$ cat config.mk
export PLATFORM = sky130hd
export DESIGN_NAME = mc_control_fsm_flat
export DESIGN_NICKNAME = d
export VERILOG_FILES = /design/src/rtl/mc_control_fsm_if.sv /design/src/rtl/mc_control_fsm.sv /design/src/flat_wrapper.sv
export SDC_FILE = /design/constraint.sdc
export NUM_CORES = 1
export LEC_CHECK = 0
export CORE_MARGIN = 2
export CORE_UTILIZATION = 51
export DETAILED_ROUTE_END_ITERATION = 12
export GPL_TIMING_DRIVEN = 0
export PLACE_DENSITY = 0.79
export SYNTH_ARGS = -nofsm -noshare
export SYNTH_HDL_FRONTEND = slang
export SYNTH_SLANG_ARGS = --single-unit
$ cat constraint.sdc
create_clock -name clk -period 2.24 [get_ports clk]
set_input_delay 0.448 -clock clk [delete_from_list [all_inputs] [get_ports clk]]
set_output_delay 0.448 -clock clk [all_outputs]
set_load 0.02 [all_outputs]
$ cat src/rtl/mc_control_fsm_if.sv
// Handshake and control bundle between mc_control_fsm, the memories and the datapath.
// master = control FSM side, slave = datapath / memory side.
interface mc_control_fsm_if #(
    parameter int unsigned CNT_W = 32
);
    logic [6:0]       opcode;
    logic [2:0]       funct3;
    logic [6:0]       funct7;
    logic             imem_ready;
    logic             dmem_ready;
    logic             imem_req;
    logic             dmem_req;
    logic             dmem_we;
    logic             ir_write;
    logic             pc_write;
    logic             reg_write;
    logic             mem_to_reg;
    logic             alu_src;
    logic [3:0]       alu_op;
    logic             branch;
    logic             jump;
    logic [1:0]       pc_src;
    logic [2:0]       state;
    logic             trap;
    logic [1:0]       trap_cause;
    logic [CNT_W-1:0] instret;

    modport master (
        input  opcode, funct3, funct7, imem_ready, dmem_ready,
        output imem_req, dmem_req, dmem_we, ir_write, pc_write, reg_write, mem_to_reg,
               alu_src, alu_op, branch, jump, pc_src, state, trap, trap_cause, instret
    );

    modport slave (
        output opcode, funct3, funct7, imem_ready, dmem_ready,
        input  imem_req, dmem_req, dmem_we, ir_write, pc_write, reg_write, mem_to_reg,
               alu_src, alu_op, branch, jump, pc_src, state, trap, trap_cause, instret
    );
endinterface

$ cat src/rtl/mc_control_fsm.sv
// Multi-cycle RV32I control unit: FETCH/DECODE/EXEC/MEM/WB sequencing with memory-wait
// timeout, sticky trap and retired-instruction counter.
module mc_control_fsm #(
    parameter int unsigned TIMEOUT = 15,
    parameter int unsigned CNT_W   = 32
) (
    input  logic             clk,
    input  logic             rst_n,
    mc_control_fsm_if.master bus
);
    typedef enum logic [2:0] {
        StFetch  = 3'd0,
        StDecode = 3'd1,
        StExec   = 3'd2,
        StMem    = 3'd3,
        StWb     = 3'd4,
        StTrap   = 3'd7
    } state_e;

    localparam logic [6:0] OpR      = 7'b0110011;
    localparam logic [6:0] OpImm    = 7'b0010011;
    localparam logic [6:0] OpLoad   = 7'b0000011;
    localparam logic [6:0] OpStore  = 7'b0100011;
    localparam logic [6:0] OpBranch = 7'b1100011;
    localparam logic [6:0] OpJal    = 7'b1101111;
    localparam logic [6:0] OpJalr   = 7'b1100111;
    localparam logic [6:0] OpLui    = 7'b0110111;
    localparam logic [6:0] OpAuipc  = 7'b0010111;

    localparam logic [7:0] TimeoutCnt = 8'(TIMEOUT);

    state_e           r_state, w_state_nxt;
    logic [7:0]       r_wait, w_wait_nxt;
    logic [6:0]       r_opcode;
    logic [2:0]       r_funct3;
    logic [6:0]       r_funct7;
    logic             r_trap;
    logic [1:0]       r_cause, w_cause_nxt;
    logic [CNT_W-1:0] r_instret;
    logic             w_retire;
    logic [3:0]       w_alu_op;

    logic w_is_r, w_is_imm, w_is_load, w_is_store, w_is_branch;
    logic w_is_jal, w_is_jalr, w_is_lui, w_is_auipc, w_legal, w_timeout;

    assign w_is_r      = (r_opcode == OpR);
    assign w_is_imm    = (r_opcode == OpImm);
    assign w_is_load   = (r_opcode == OpLoad);
    assign w_is_store  = (r_opcode == OpStore);
    assign w_is_branch = (r_opcode == OpBranch);
    assign w_is_jal    = (r_opcode == OpJal);
    assign w_is_jalr   = (r_opcode == OpJalr);
    assign w_is_lui    = (r_opcode == OpLui);
    assign w_is_auipc  = (r_opcode == OpAuipc);
    assign w_legal     = w_is_r | w_is_imm | w_is_load | w_is_store | w_is_branch |
                         w_is_jal | w_is_jalr | w_is_lui | w_is_auipc;
    assign w_timeout   = (r_wait == TimeoutCnt);

    always_ff @(posedge clk or negedge rst_n) begin
        if (!rst_n) begin
            r_state <= StFetch;
        end else begin
            r_state <= w_state_nxt;
        end
    end

    always_ff @(posedge clk or negedge rst_n) begin
        if (!rst_n) begin
            r_wait    <= '0;
            r_opcode  <= '0;
            r_funct3  <= '0;
            r_funct7  <= '0;
            r_trap    <= 1'b0;
            r_cause   <= '0;
            r_instret <= '0;
        end else begin
            r_wait  <= w_wait_nxt;
            r_trap  <= r_trap | (w_state_nxt == StTrap);
            r_cause <= w_cause_nxt;
            if (r_state == StFetch && bus.imem_ready) begin
                r_opcode <= bus.opcode;
                r_funct3 <= bus.funct3;
                r_funct7 <= bus.funct7;
            end
            if (w_retire) begin
                r_instret <= r_instret + CNT_W'(1);
            end
        end
    end

    // A ready arriving on the timeout cycle takes priority over the trap.
    always_comb begin
        w_state_nxt = r_state;
        w_cause_nxt = r_cause;
        w_retire    = 1'b0;
        unique case (r_state)
            StFetch: begin
                if (bus.imem_ready) begin
                    w_state_nxt = StDecode;
                end else if (w_timeout) begin
                    w_state_nxt = StTrap;
                    w_cause_nxt = 2'b10;
                end
            end
            StDecode: begin
                if (w_legal) begin
                    w_state_nxt = StExec;
                end else begin
                    w_state_nxt = StTrap;
                    w_cause_nxt = 2'b01;
                end
            end
            StExec: begin
                if (w_is_branch) begin
                    w_state_nxt = StFetch;
                    w_retire    = 1'b1;
                end else if (w_is_load || w_is_store) begin
                    w_state_nxt = StMem;
                end else begin
                    w_state_nxt = StWb;
                end
            end
            StMem: begin
                if (bus.dmem_ready) begin
                    w_state_nxt = w_is_store ? StFetch : StWb;
                    w_retire    = w_is_store;
                end else if (w_timeout) begin
                    w_state_nxt = StTrap;
                    w_cause_nxt = 2'b11;
                end
            end
            StWb: begin
                w_state_nxt = StFetch;
                w_retire    = 1'b1;
            end
            StTrap:  w_state_nxt = StTrap;
            default: w_state_nxt = StTrap;
        endcase
        w_wait_nxt = '0;
        if (w_state_nxt == r_state && (r_state == StFetch || r_state == StMem)) begin
            w_wait_nxt = r_wait + 8'd1;
        end
    end

    always_comb begin
        w_alu_op = 4'b0000;
        if (w_is_r) begin
            unique case ({r_funct3, r_funct7})
                {3'b000, 7'h20}: w_alu_op = 4'b0001;
                {3'b001, 7'h00}: w_alu_op = 4'b0101;
                {3'b010, 7'h00}: w_alu_op = 4'b1000;
                {3'b011, 7'h00}: w_alu_op = 4'b1001;
                {3'b100, 7'h00}: w_alu_op = 4'b0100;
                {3'b101, 7'h00}: w_alu_op = 4'b0110;
                {3'b101, 7'h20}: w_alu_op = 4'b0111;
                {3'b110, 7'h00}: w_alu_op = 4'b0011;
                {3'b111, 7'h00}: w_alu_op = 4'b0010;
                default:         w_alu_op = 4'b0000;
            endcase
        end else if (w_is_imm) begin
            unique case (r_funct3)
                3'b001:  w_alu_op = 4'b0101;
                3'b010:  w_alu_op = 4'b1000;
                3'b011:  w_alu_op = 4'b1001;
                3'b100:  w_alu_op = 4'b0100;
                3'b101:  w_alu_op = (r_funct7 == 7'h20) ? 4'b0111 : 4'b0110;
                3'b110:  w_alu_op = 4'b0011;
                3'b111:  w_alu_op = 4'b0010;
                default: w_alu_op = 4'b0000;
            endcase
        end else if (w_is_branch) begin
            w_alu_op = 4'b0001;
        end
    end

    always_comb begin
        bus.imem_req   = 1'b0;
        bus.dmem_req   = 1'b0;
        bus.dmem_we    = 1'b0;
        bus.ir_write   = 1'b0;
        bus.pc_write   = 1'b0;
        bus.reg_write  = 1'b0;
        bus.mem_to_reg = 1'b0;
        bus.alu_src    = 1'b0;
        bus.alu_op     = 4'b0000;
        bus.branch     = 1'b0;
        bus.jump       = 1'b0;
        bus.pc_src     = 2'b00;
        unique case (r_state)
            StFetch: begin
                bus.imem_req = 1'b1;
                bus.ir_write = bus.imem_ready;
            end
            StExec: begin
                bus.alu_op  = w_alu_op;
                bus.alu_src = w_is_imm | w_is_load | w_is_store | w_is_jalr | w_is_lui | w_is_auipc;
                if (w_is_branch) begin
                    bus.branch   = 1'b1;
                    bus.pc_src   = 2'b01;
                    bus.pc_write = 1'b1;
                end
            end
            StMem: begin
                bus.dmem_req = 1'b1;
                bus.dmem_we  = w_is_store;
                bus.pc_write = w_is_store & bus.dmem_ready;
            end
            StWb: begin
                bus.reg_write  = 1'b1;
                bus.pc_write   = 1'b1;
                bus.mem_to_reg = w_is_load;
                bus.jump       = w_is_jal | w_is_jalr;
                bus.pc_src     = w_is_jal ? 2'b01 : (w_is_jalr ? 2'b10 : 2'b00);
            end
            default: ;
        endcase
        bus.state      = r_state;
        bus.trap       = r_trap;
        bus.trap_cause = r_cause;
        bus.instret    = r_instret;
    end
endmodule

$ cat src/flat_wrapper.sv
// flat-port wrapper written by rule: the top's interface ports become plain ports
module mc_control_fsm_flat 
#(
    parameter int unsigned TIMEOUT = 15,
    parameter int unsigned CNT_W   = 32
)
  (clk, rst_n, bus_opcode, bus_funct3, bus_funct7, bus_imem_ready, bus_dmem_ready, bus_imem_req, bus_dmem_req, bus_dmem_we, bus_ir_write, bus_pc_write, bus_reg_write, bus_mem_to_reg, bus_alu_src, bus_alu_op, bus_branch, bus_jump, bus_pc_src, bus_state, bus_trap, bus_trap_cause, bus_instret);
  mc_control_fsm_if #(.CNT_W(CNT_W)) bus_i ();
  input  logic clk;
  input  logic rst_n;
  input wire logic [$bits(bus_i.opcode)-1:0] bus_opcode;
  input wire logic [$bits(bus_i.funct3)-1:0] bus_funct3;
  input wire logic [$bits(bus_i.funct7)-1:0] bus_funct7;
  input wire logic [$bits(bus_i.imem_ready)-1:0] bus_imem_ready;
  input wire logic [$bits(bus_i.dmem_ready)-1:0] bus_dmem_ready;
  output wire logic [$bits(bus_i.imem_req)-1:0] bus_imem_req;
  output wire logic [$bits(bus_i.dmem_req)-1:0] bus_dmem_req;
  output wire logic [$bits(bus_i.dmem_we)-1:0] bus_dmem_we;
  output wire logic [$bits(bus_i.ir_write)-1:0] bus_ir_write;
  output wire logic [$bits(bus_i.pc_write)-1:0] bus_pc_write;
  output wire logic [$bits(bus_i.reg_write)-1:0] bus_reg_write;
  output wire logic [$bits(bus_i.mem_to_reg)-1:0] bus_mem_to_reg;
  output wire logic [$bits(bus_i.alu_src)-1:0] bus_alu_src;
  output wire logic [$bits(bus_i.alu_op)-1:0] bus_alu_op;
  output wire logic [$bits(bus_i.branch)-1:0] bus_branch;
  output wire logic [$bits(bus_i.jump)-1:0] bus_jump;
  output wire logic [$bits(bus_i.pc_src)-1:0] bus_pc_src;
  output wire logic [$bits(bus_i.state)-1:0] bus_state;
  output wire logic [$bits(bus_i.trap)-1:0] bus_trap;
  output wire logic [$bits(bus_i.trap_cause)-1:0] bus_trap_cause;
  output wire logic [$bits(bus_i.instret)-1:0] bus_instret;
  assign bus_i.opcode = bus_opcode;
  assign bus_i.funct3 = bus_funct3;
  assign bus_i.funct7 = bus_funct7;
  assign bus_i.imem_ready = bus_imem_ready;
  assign bus_i.dmem_ready = bus_dmem_ready;
  assign bus_imem_req = bus_i.imem_req;
  assign bus_dmem_req = bus_i.dmem_req;
  assign bus_dmem_we = bus_i.dmem_we;
  assign bus_ir_write = bus_i.ir_write;
  assign bus_pc_write = bus_i.pc_write;
  assign bus_reg_write = bus_i.reg_write;
  assign bus_mem_to_reg = bus_i.mem_to_reg;
  assign bus_alu_src = bus_i.alu_src;
  assign bus_alu_op = bus_i.alu_op;
  assign bus_branch = bus_i.branch;
  assign bus_jump = bus_i.jump;
  assign bus_pc_src = bus_i.pc_src;
  assign bus_state = bus_i.state;
  assign bus_trap = bus_i.trap;
  assign bus_trap_cause = bus_i.trap_cause;
  assign bus_instret = bus_i.instret;
  mc_control_fsm #(.TIMEOUT(TIMEOUT), .CNT_W(CNT_W)) u_core (.clk(clk), .rst_n(rst_n), .bus(bus_i));
endmodule
==> results of run 1 <==
## routing by layer
layer	part of all wire (%)	track usage (%)	up-vias
met5	0	0	-
met4	2.0	9.96	0
met3	6.5	5.87	19
met2	52	42.3	129
met1	40	30.7	1453
li1	-	-	1353
## registers in the layout, indices dropped and copies added, names as in the netlist
signal	cells
u_core.r_wait	8
u_core.r_funct7	7
u_core.bus.instret	32
u_core.r_opcode	7
u_core.r_funct3	3
u_core.bus.trap_cause	2
u_core.bus.state	3
u_core.bus.trap	1
## cells by family after synthesis
kind of cell             after synthesis
AND/OR/NAND/NOR                      131
flip-flops                            63
AO/OA/AOI/OAI                         39
XOR/XNOR                              38
buffers and inverters                 33
multiplexers                          17
adder cells (fa/ha/maj)                2
## cell usage after synthesis (2+ instances only)
cell type,n
and3_1,8
nor3b_1,2
mux2_2,16
buf_2,6
nor4_1,7
xnor2_1,18
nand4_1,8
dfrtp_1,63
ha_1,2
clkbuf_1,7
or3_1,3
o21ai_0,9
xor2_1,20
nor3_2,6
a21oi_1,4
nor2_1,31
nand2b_1,6
nand2_1,18
a21o_1,3
and3b_1,2
and2_1,2
inv_1,18
nor3_1,9
a21boi_0,3
a211oi_1,2
o311ai_0,3
nor4_4,2
nor2b_1,2
nand3_1,11
nor4_2,5
## what timing repair did
action	4_1_cts	5_1_grt
buffers inserted	16	4
setup endpoints to repair	17	27
gates resized for setup	114	20
hold buffers	0	0
pin swaps	12	5
## per-stage QoR
stage	util, %	power [W]	TNS [ns]
floorplan	-	0.00116	-0.129
global placement	66.8	0.00122	-97.16
detailed placement	66.8	0.00122	-13.46
CTS	73.1	0.00219	-1.14
global route	74.9	0.00225	-2.64
finish	74.9	0.00217	-1.26
## layout make-up
type                       instances  area, µm²  area share, %
sequential                        63       1580           33.1
inverter                          19       73.8           1.54
multi-input combinational        227       1860           38.9
tap                               77       96.3           2.01
timing repair buffer              94        862           18.0
clock inverter                     6       61.3           1.28
clock buffer                      10        128           2.67
buffer                            12        120           2.51
## critical path, cell delays in order, from the launching register on
cell and delay [ns]:
dfrtp_2 0.43, and4bb_2 0.34, nand3_2 0.10, or3_4 0.37, a41o_1 0.24, a21oi_4 0.12
buf_6 0.13
## power groups by stage
stage	Sequential (W)	Clock (W)	Combinational, W
after detailed placement	0.00116	0	0.0000631
after global placement	0.00116	0	0.0000633
after floorplan	0.00116	0	0.00000328
after CTS	0.00114	0.000990	0.0000631
after global routing	0.00114	0.00105	0.0000687
final	0.00114	0.000972	0.0000614
## how the worst min path moves through the flow
stage                               startpoint                                end  slack (ns)  cells past startpoint
floorplan                                rst_n  u_core.bus.instret[0]$_DFFE_PN0P_        0.15                      0
global placement    u_core.r_wait[0]$_DFF_PN0_         u_core.r_wait[0]$_DFF_PN0_        0.45                      1
detailed placement   u_core.bus.trap$_DFF_PN0_          u_core.bus.trap$_DFF_PN0_        0.45                      1
CTS                                      rst_n     u_core.r_opcode[5]$_DFFE_PN0P_        0.21                      1
global route                             rst_n     u_core.r_funct3[1]$_DFFE_PN0P_        0.24                      1
finish                                   rst_n     u_core.r_funct3[1]$_DFFE_PN0P_        0.18                      1
==> flow_summary.json, run 1 <==
{
  "layout_setup_ws_ns": -0.296,
  "die_width_um": 85.5,
  "cts_tree": "yes",
  "cell_internal_pwr_w": 0.00168,
  "regToRegSetupSlack_ns": 0.02,
  "track_usage_pct": 24.9,
  "finalCritPeriodShare_pct": 113,
  "maxSlewViolCount": 0,
  "placement.cell_area_um2": 4260,
  "initial_core_util_pct": 53.1,
  "synth.area.top_cells": "dfrtp_1 (47%), mux2_2 (5.3%), xor2_1 (5.2%)",
  "synth.yosys.seq_area_share_pct": 46.5,
  "hpwl_um": 5700,
  "cts.root.buffer_cell": "clkbuf_8",
  "combPwrFrac_pct": 2.8,
  "cts.clk_slew.worst_paths_ns": 0.07,
  "clock_insertion_delay_worst_skew_ns": 0.34,
  "yosysUniqueCellTypes": 57,
  "layout.cells.most_common": "dfrtp_1",
  "final_cell_mix": "dfrtp_1 (59), clkdlybuf4s50_1 (56), nor2_1 (27)",
  "worst_path_max_fanout": 4,
  "power_share_of_the_clock_group_pct": 44.8,
  "synthCells": 323,
  "critical_path_required_ns": 1.79,
  "yosys_warnings": 0,
  "synth_mux_area_share_pct": 5.61,
  "xor_and_xnor_fraction_of_the_mapped_netlist_area_pct": 9.82,
  "synth_compound_area_share_pct": 9.60,
  "post_synth_and_or_nand_nor_area_fraction_pct": 23.6,
  "route.detailed.drc": 0,
  "vias_per_cell": 5.81,
  "detailed_route_iter0_violations": 163,
  "max_cap_violations": 0,
  "slew_headroom_pct": 48.5,
  "final-hold-violation-count": 0,
  "synth_ff_type": "dfrtp_1",
  "measured_slew_at_the_worst_slew_check_pin_ns": 0.773,
  "synth_top_family_by_area": "simple AND/OR/NAND/NOR gates",
  "drive_above_1_share_pct": 29.2,
  "routed-via-count": 2954,
  "route.detailed.wl_per_inst_um": 17.4,
  "drt_pre_antenna_iters": 4,
  "core-area_um2": 6390,
  "areaGrowthSynthToFinish_pct": 41.1,
  "synth.ff_latch_count": 63,
  "placedCellCount": 474,
  "clock_sinks": 63,
  "swShare_pct": 22.7,
  "drt_wl_total_um": 8850,
  "worst_setup_path_startpoint": "u_core.r_opcode[2]$_DFFE_PN0P_",
  "grt_overflow_total": 0,
  "syn-num-nets": 346,
  "rsz0062_at_grt": "true",
  "final_net_count": 449,
  "synth-edff-count": 0,
  "violations_in_the_final_reports": "negative setup slack",
  "maximum_root_to_sink_buffer_count": 2,
  "fin_worst_skew_ns": 0.0146,
  "mean_syn_cell_area_um2": 10.5,
  "cts-htree-levels": 3,
  "synth_adder_area_share_pct": 0.738,
  "post_synth_design_cell_area_um2": 3390,
  "fmaxAchievable_mhz": 394,
  "sw_pwr_w": 0.000492,
  "setup_viol_count_final": 10,
  "min_path_type": "in -> async",
  "timing.critical_path.from_type": "flip-flop",
  "floorplan.die_area_um2": 7310,
  "non_filler_cells_in_the_finished_layout": 508,
  "grt_start_max_net_pins": 64,
  "crit-reg2reg-launch": "u_core.bus.state[0]$_DFF_PN0_",
  "p_leak_nw": 2.12,
  "num-fill-cells": 447,
  "grt_first_pass_wirelength_um": 14400,
  "max-vdd-ir-drop_uv": 460,
  "cp.arrival_ns": 2.09,
  "n_antenna_cell": 0,
  "port_buffers": 74,
  "grt_pass1_vias": 3028,
  "floorplan.die.height_um": 85.5,
  "status": "finished with violations",
  "final_area_um2": 4780,
  "timing.final.crit_period_ns": 2.54,
  "finalHoldWorstSlack_ns": 0.182,
  "ff2ff_path_depth": 8,
  "tritoncts.num_buffers": 9,
  "io_pins": 75,
  "gp_weighted_congestion": 0.862,
  "antenna_violating_nets_post_route": 0,
  "pre_cts_ws_ns": -0.896,
  "power.density_cell_area_nw_per_um2": 454,
  "worst_r2r_endpoint": "u_core.bus.instret[25]$_DFFE_PN0P_",
  "netlist.top_cell.by_area": "dfrtp_1",
  "ys_async_sr_fraction_pct": 100,
  "critical_path.endpoint_type": "primary output",
  "antenna_found_initial": 0,
  "criticalPathCategory": "reg -> out",
  "row_count": 29,
  "sequentialPowerShare_pct": 52.4,
  "top_area_cell_type_share_of_the_netlist_area_pct": 46.5,
  "timing.critical_path.to": "bus_alu_op[1]"
}
Power figures use the tool's default switching activity.
==> run 2: changes to the inputs <==
Settings changed: ABC_AREA from default to 1, CAP_MARGIN from default to 20, PLACE_DENSITY 0.79 to 0.78.
==> flow_summary.json, run 2 <==
{
  "drive_above_1_share_pct": 15.2,
  "floorplan.die.height_um": 86.9,
  "fmaxAchievable_mhz": 438,
  "timing.critical_path.from_type": "flip-flop",
  "drt_pre_antenna_iters": 4,
  "synth.ff_latch_count": 63,
  "floorplan.die_area_um2": 7560,
  "vias_per_cell": 5.26,
  "synth_common_cells": "nand2_1 (132), dfrtp_1 (63), nor2_1 (62), inv_1 (45), xor2_1 (24)",
  "synth.most_common_cell": "nand2_1",
  "clock_insertion_delay_worst_skew_ns": 0.34,
  "non_filler_cells_in_the_finished_layout": 638,
  "placedCellCount": 613,
  "synth.yosys.seq_area_share_pct": 44.9,
  "antenna_violating_nets_post_route": 0,
  "max_cap_violations": 0,
  "power_share_of_the_clock_group_pct": 41.9,
  "route.detailed.wl_per_inst_um": 13.7,
  "synthCells": 458,
  "maxSlewViolCount": 0,
  "io_pins": 75,
  "xor_and_xnor_fraction_of_the_mapped_netlist_area_pct": 8.74,
  "core-area_um2": 6720,
  "port_buffers": 74,
  "synth-edff-count": 0,
  "sw_pwr_w": 0.000473,
  "top_area_cell_type_share_of_the_netlist_area_pct": 44.9,
  "max-vdd-ir-drop_uv": 307,
  "die_width_um": 86.9,
  "status": "finished with violations",
  "grt_overflow_total": 0,
  "sequentialPowerShare_pct": 55.1,
  "ys_async_sr_fraction_pct": 100,
  "path_cells": "nor2_2 -> nand2_2 -> nor3_2 -> nand2_1 -> o21ai_1 -> nand2_1 -> nand3_1 -> a21oi_1 -> nor2_1 -> buf_4",
  "critPathMostFrequentCell": "nand2_1",
  "gp_weighted_congestion": 0.867,
  "final_cell_mix": "nand2_1 (127), dfrtp_1 (59), clkdlybuf4s50_1 (57)",
  "grt_start_max_net_pins": 42,
  "post_synth_design_cell_area_um2": 3510,
  "critical-path-top-delay-family": "simple AND/OR/NAND/NOR gates",
  "regToRegSetupSlack_ns": 0.25,
  "grt_pass1_vias": 3179,
  "cts.root.buffer_cell": "clkbuf_8",
  "drt_wl_total_um": 8720,
  "largest_register_ffs": 32,
  "hpwl_um": 6380,
  "criticalPathCategory": "reg -> out",
  "post_synth_and_or_nand_nor_area_fraction_pct": 33.7,
  "cell_internal_pwr_w": 0.00159,
  "final_net_count": 577,
  "cts_hold_buf": 0,
  "maximum_root_to_sink_buffer_count": 2,
  "critical_path_required_ns": 1.79,
  "final-hold-violation-count": 0,
  "synth_mux_area_share_pct": 0,
  "swShare_pct": 22.9,
  "layout_setup_ws_ns": -0.0436,
  "timing.final.crit_period_ns": 2.28,
  "worst_path_max_fanout": 3,
  "route.detailed.drc": 0,
  "cts.clk_slew.worst_paths_ns": 0.07,
  "tritoncts.num_buffers": 9,
  "track_usage_pct": 23.9,
  "row_count": 30,
  "synth_top_family_by_area": "simple AND/OR/NAND/NOR gates",
  "routed-via-count": 3357,
  "initial_core_util_pct": 52.2,
  "finalCritPeriodShare_pct": 102,
  "mean_syn_cell_area_um2": 7.66,
  "cts_tree": "yes",
  "detailed_route_iter0_violations": 176,
  "synth_ff_type": "dfrtp_1",
  "power.density_cell_area_nw_per_um2": 444,
  "grt_first_pass_wirelength_um": 14200,
  "tns_ns": -0.0436,
  "measured_slew_at_the_worst_slew_check_pin_ns": 0.543,
  "min_path_type": "in -> async",
  "cp.arrival_ns": 1.84,
  "combPwrFrac_pct": 3.0,
  "synth_adder_area_share_pct": 0.713,
  "antenna_found_initial": 0,
  "slew_headroom_pct": 63.8,
  "netlist.top_cell.by_area": "dfrtp_1",
  "rsz0062_at_grt": "true",
  "areaGrowthSynthToFinish_pct": 32.5,
  "clock_sinks": 63,
  "slowest_stage": "dfrtp_1",
  "yosys_warnings": 0,
  "synth_compound_area_share_pct": 5.85,
  "setup_viol_count_final": 1,
  "cts-htree-levels": 3,
  "p_leak_nw": 2.24,
  "n_antenna_cell": 0,
  "layout.cells.most_common": "nand2_1",
  "critical_path.endpoint_type": "primary output",
  "syn-num-nets": 481,
  "critical-path-max-stage-delay_ns": 0.39,
  "crit_buf_inv": 1,
  "yosysUniqueCellTypes": 31,
  "violations_in_the_final_reports": "negative setup slack",
  "synth.area.top_cells": "dfrtp_1 (45%), nand2_1 (14%), nor2_1 (6.6%)",
  "fin_worst_skew_ns": 0.00849
}
[run 2: through the flow]
stage	power, W	util, %	hold slack (ns)	setup slack [ns]	instance area, µm²
detailed placement	0.00122	65.0	0.462	-0.665	4370
global placement	0.00122	64.7	0.450	-1.28	4350
finish	0.00206	69.2	0.0799	-0.0436	4650
global route	0.00213	69.2	0.122	-0.201	4650
floorplan	0.00116	-	0.152	0.0727	3510
CTS	0.00207	67.8	0.0975	0.00675	4560
[run 2: layout make-up]
cell class | instances | area (µm²)
plain buffers | 3 | 21.3
clock buffers | 11 | 141
clock inverters | 4 | 22.5
fillers | 547 | 2070
inverters | 49 | 191
multi-input cells | 341 | 1780
flip-flops and latches | 63 | 1580
well taps | 80 | 100
repair buffers | 87 | 808
[run 2: logic make-up (layout without fill, tap and decap cells)]
group | Yosys count | count (layout)
flops | 63 | 63
fa+ha+maj | 2 | 2
simple gates | 267 | 267
buf+inv | 54 | 154
xor+xnor | 35 | 35
compound gates | 37 | 37
[run 2: worst paths after layout]
path	startpoint	end	cells past startpoint
setup / recovery	u_core.r_funct7[6]$_DFFE_PN0P_	bus_alu_op[2]	10
hold / removal	rst_n	u_core.r_funct3[1]$_DFFE_PN0P_	1
setup reg to reg	u_core.r_opcode[3]$_DFFE_PN0P_	u_core.bus.instret[30]$_DFFE_PN0P_	14
hold reg to reg	u_core.r_wait[0]$_DFF_PN0_	u_core.r_wait[0]$_DFF_PN0_	1
max in group asynchronous	rst_n	u_core.bus.state[2]$_DFF_PN0_	2
min in group clk	u_core.r_wait[0]$_DFF_PN0_	u_core.r_wait[0]$_DFF_PN0_	1
[run 2: per-layer routing]
| metal | up-vias | GRT usage [%] | share of wire, % |
|---|---|---|---|
| met1 | 1592 | 30.5 | 46 |
| li1 | 1652 | - | - |
| met5 | - | 0 | 0 |
| met3 | 16 | 4.45 | 4.6 |
| met2 | 97 | 39.7 | 48 |
| met4 | 0 | 9.94 | 1.8 |
[run 2: timing repair]
item | CTS | global route
endpoints found under the setup margin | 15 | 14
setup buffers | 3 | 9
gates resized for setup | 51 | 26
pin swaps | 2 | 4
[run 2: power by group through the flow]
| stage | combinational [W] | clock, W | sequential [W] |
|---|---|---|---|
| 2_1_floorplan | 0.00000118 | 0 | 0.00116 |
| 3_3_place_gp | 0.0000591 | 0 | 0.00116 |
| 3_5_place_dp | 0.0000627 | 0 | 0.00116 |
| 4_1_cts | 0.0000630 | 0.000874 | 0.00114 |
| 5_1_grt | 0.0000678 | 0.000930 | 0.00114 |
| 6_report | 0.0000610 | 0.000864 | 0.00114 |
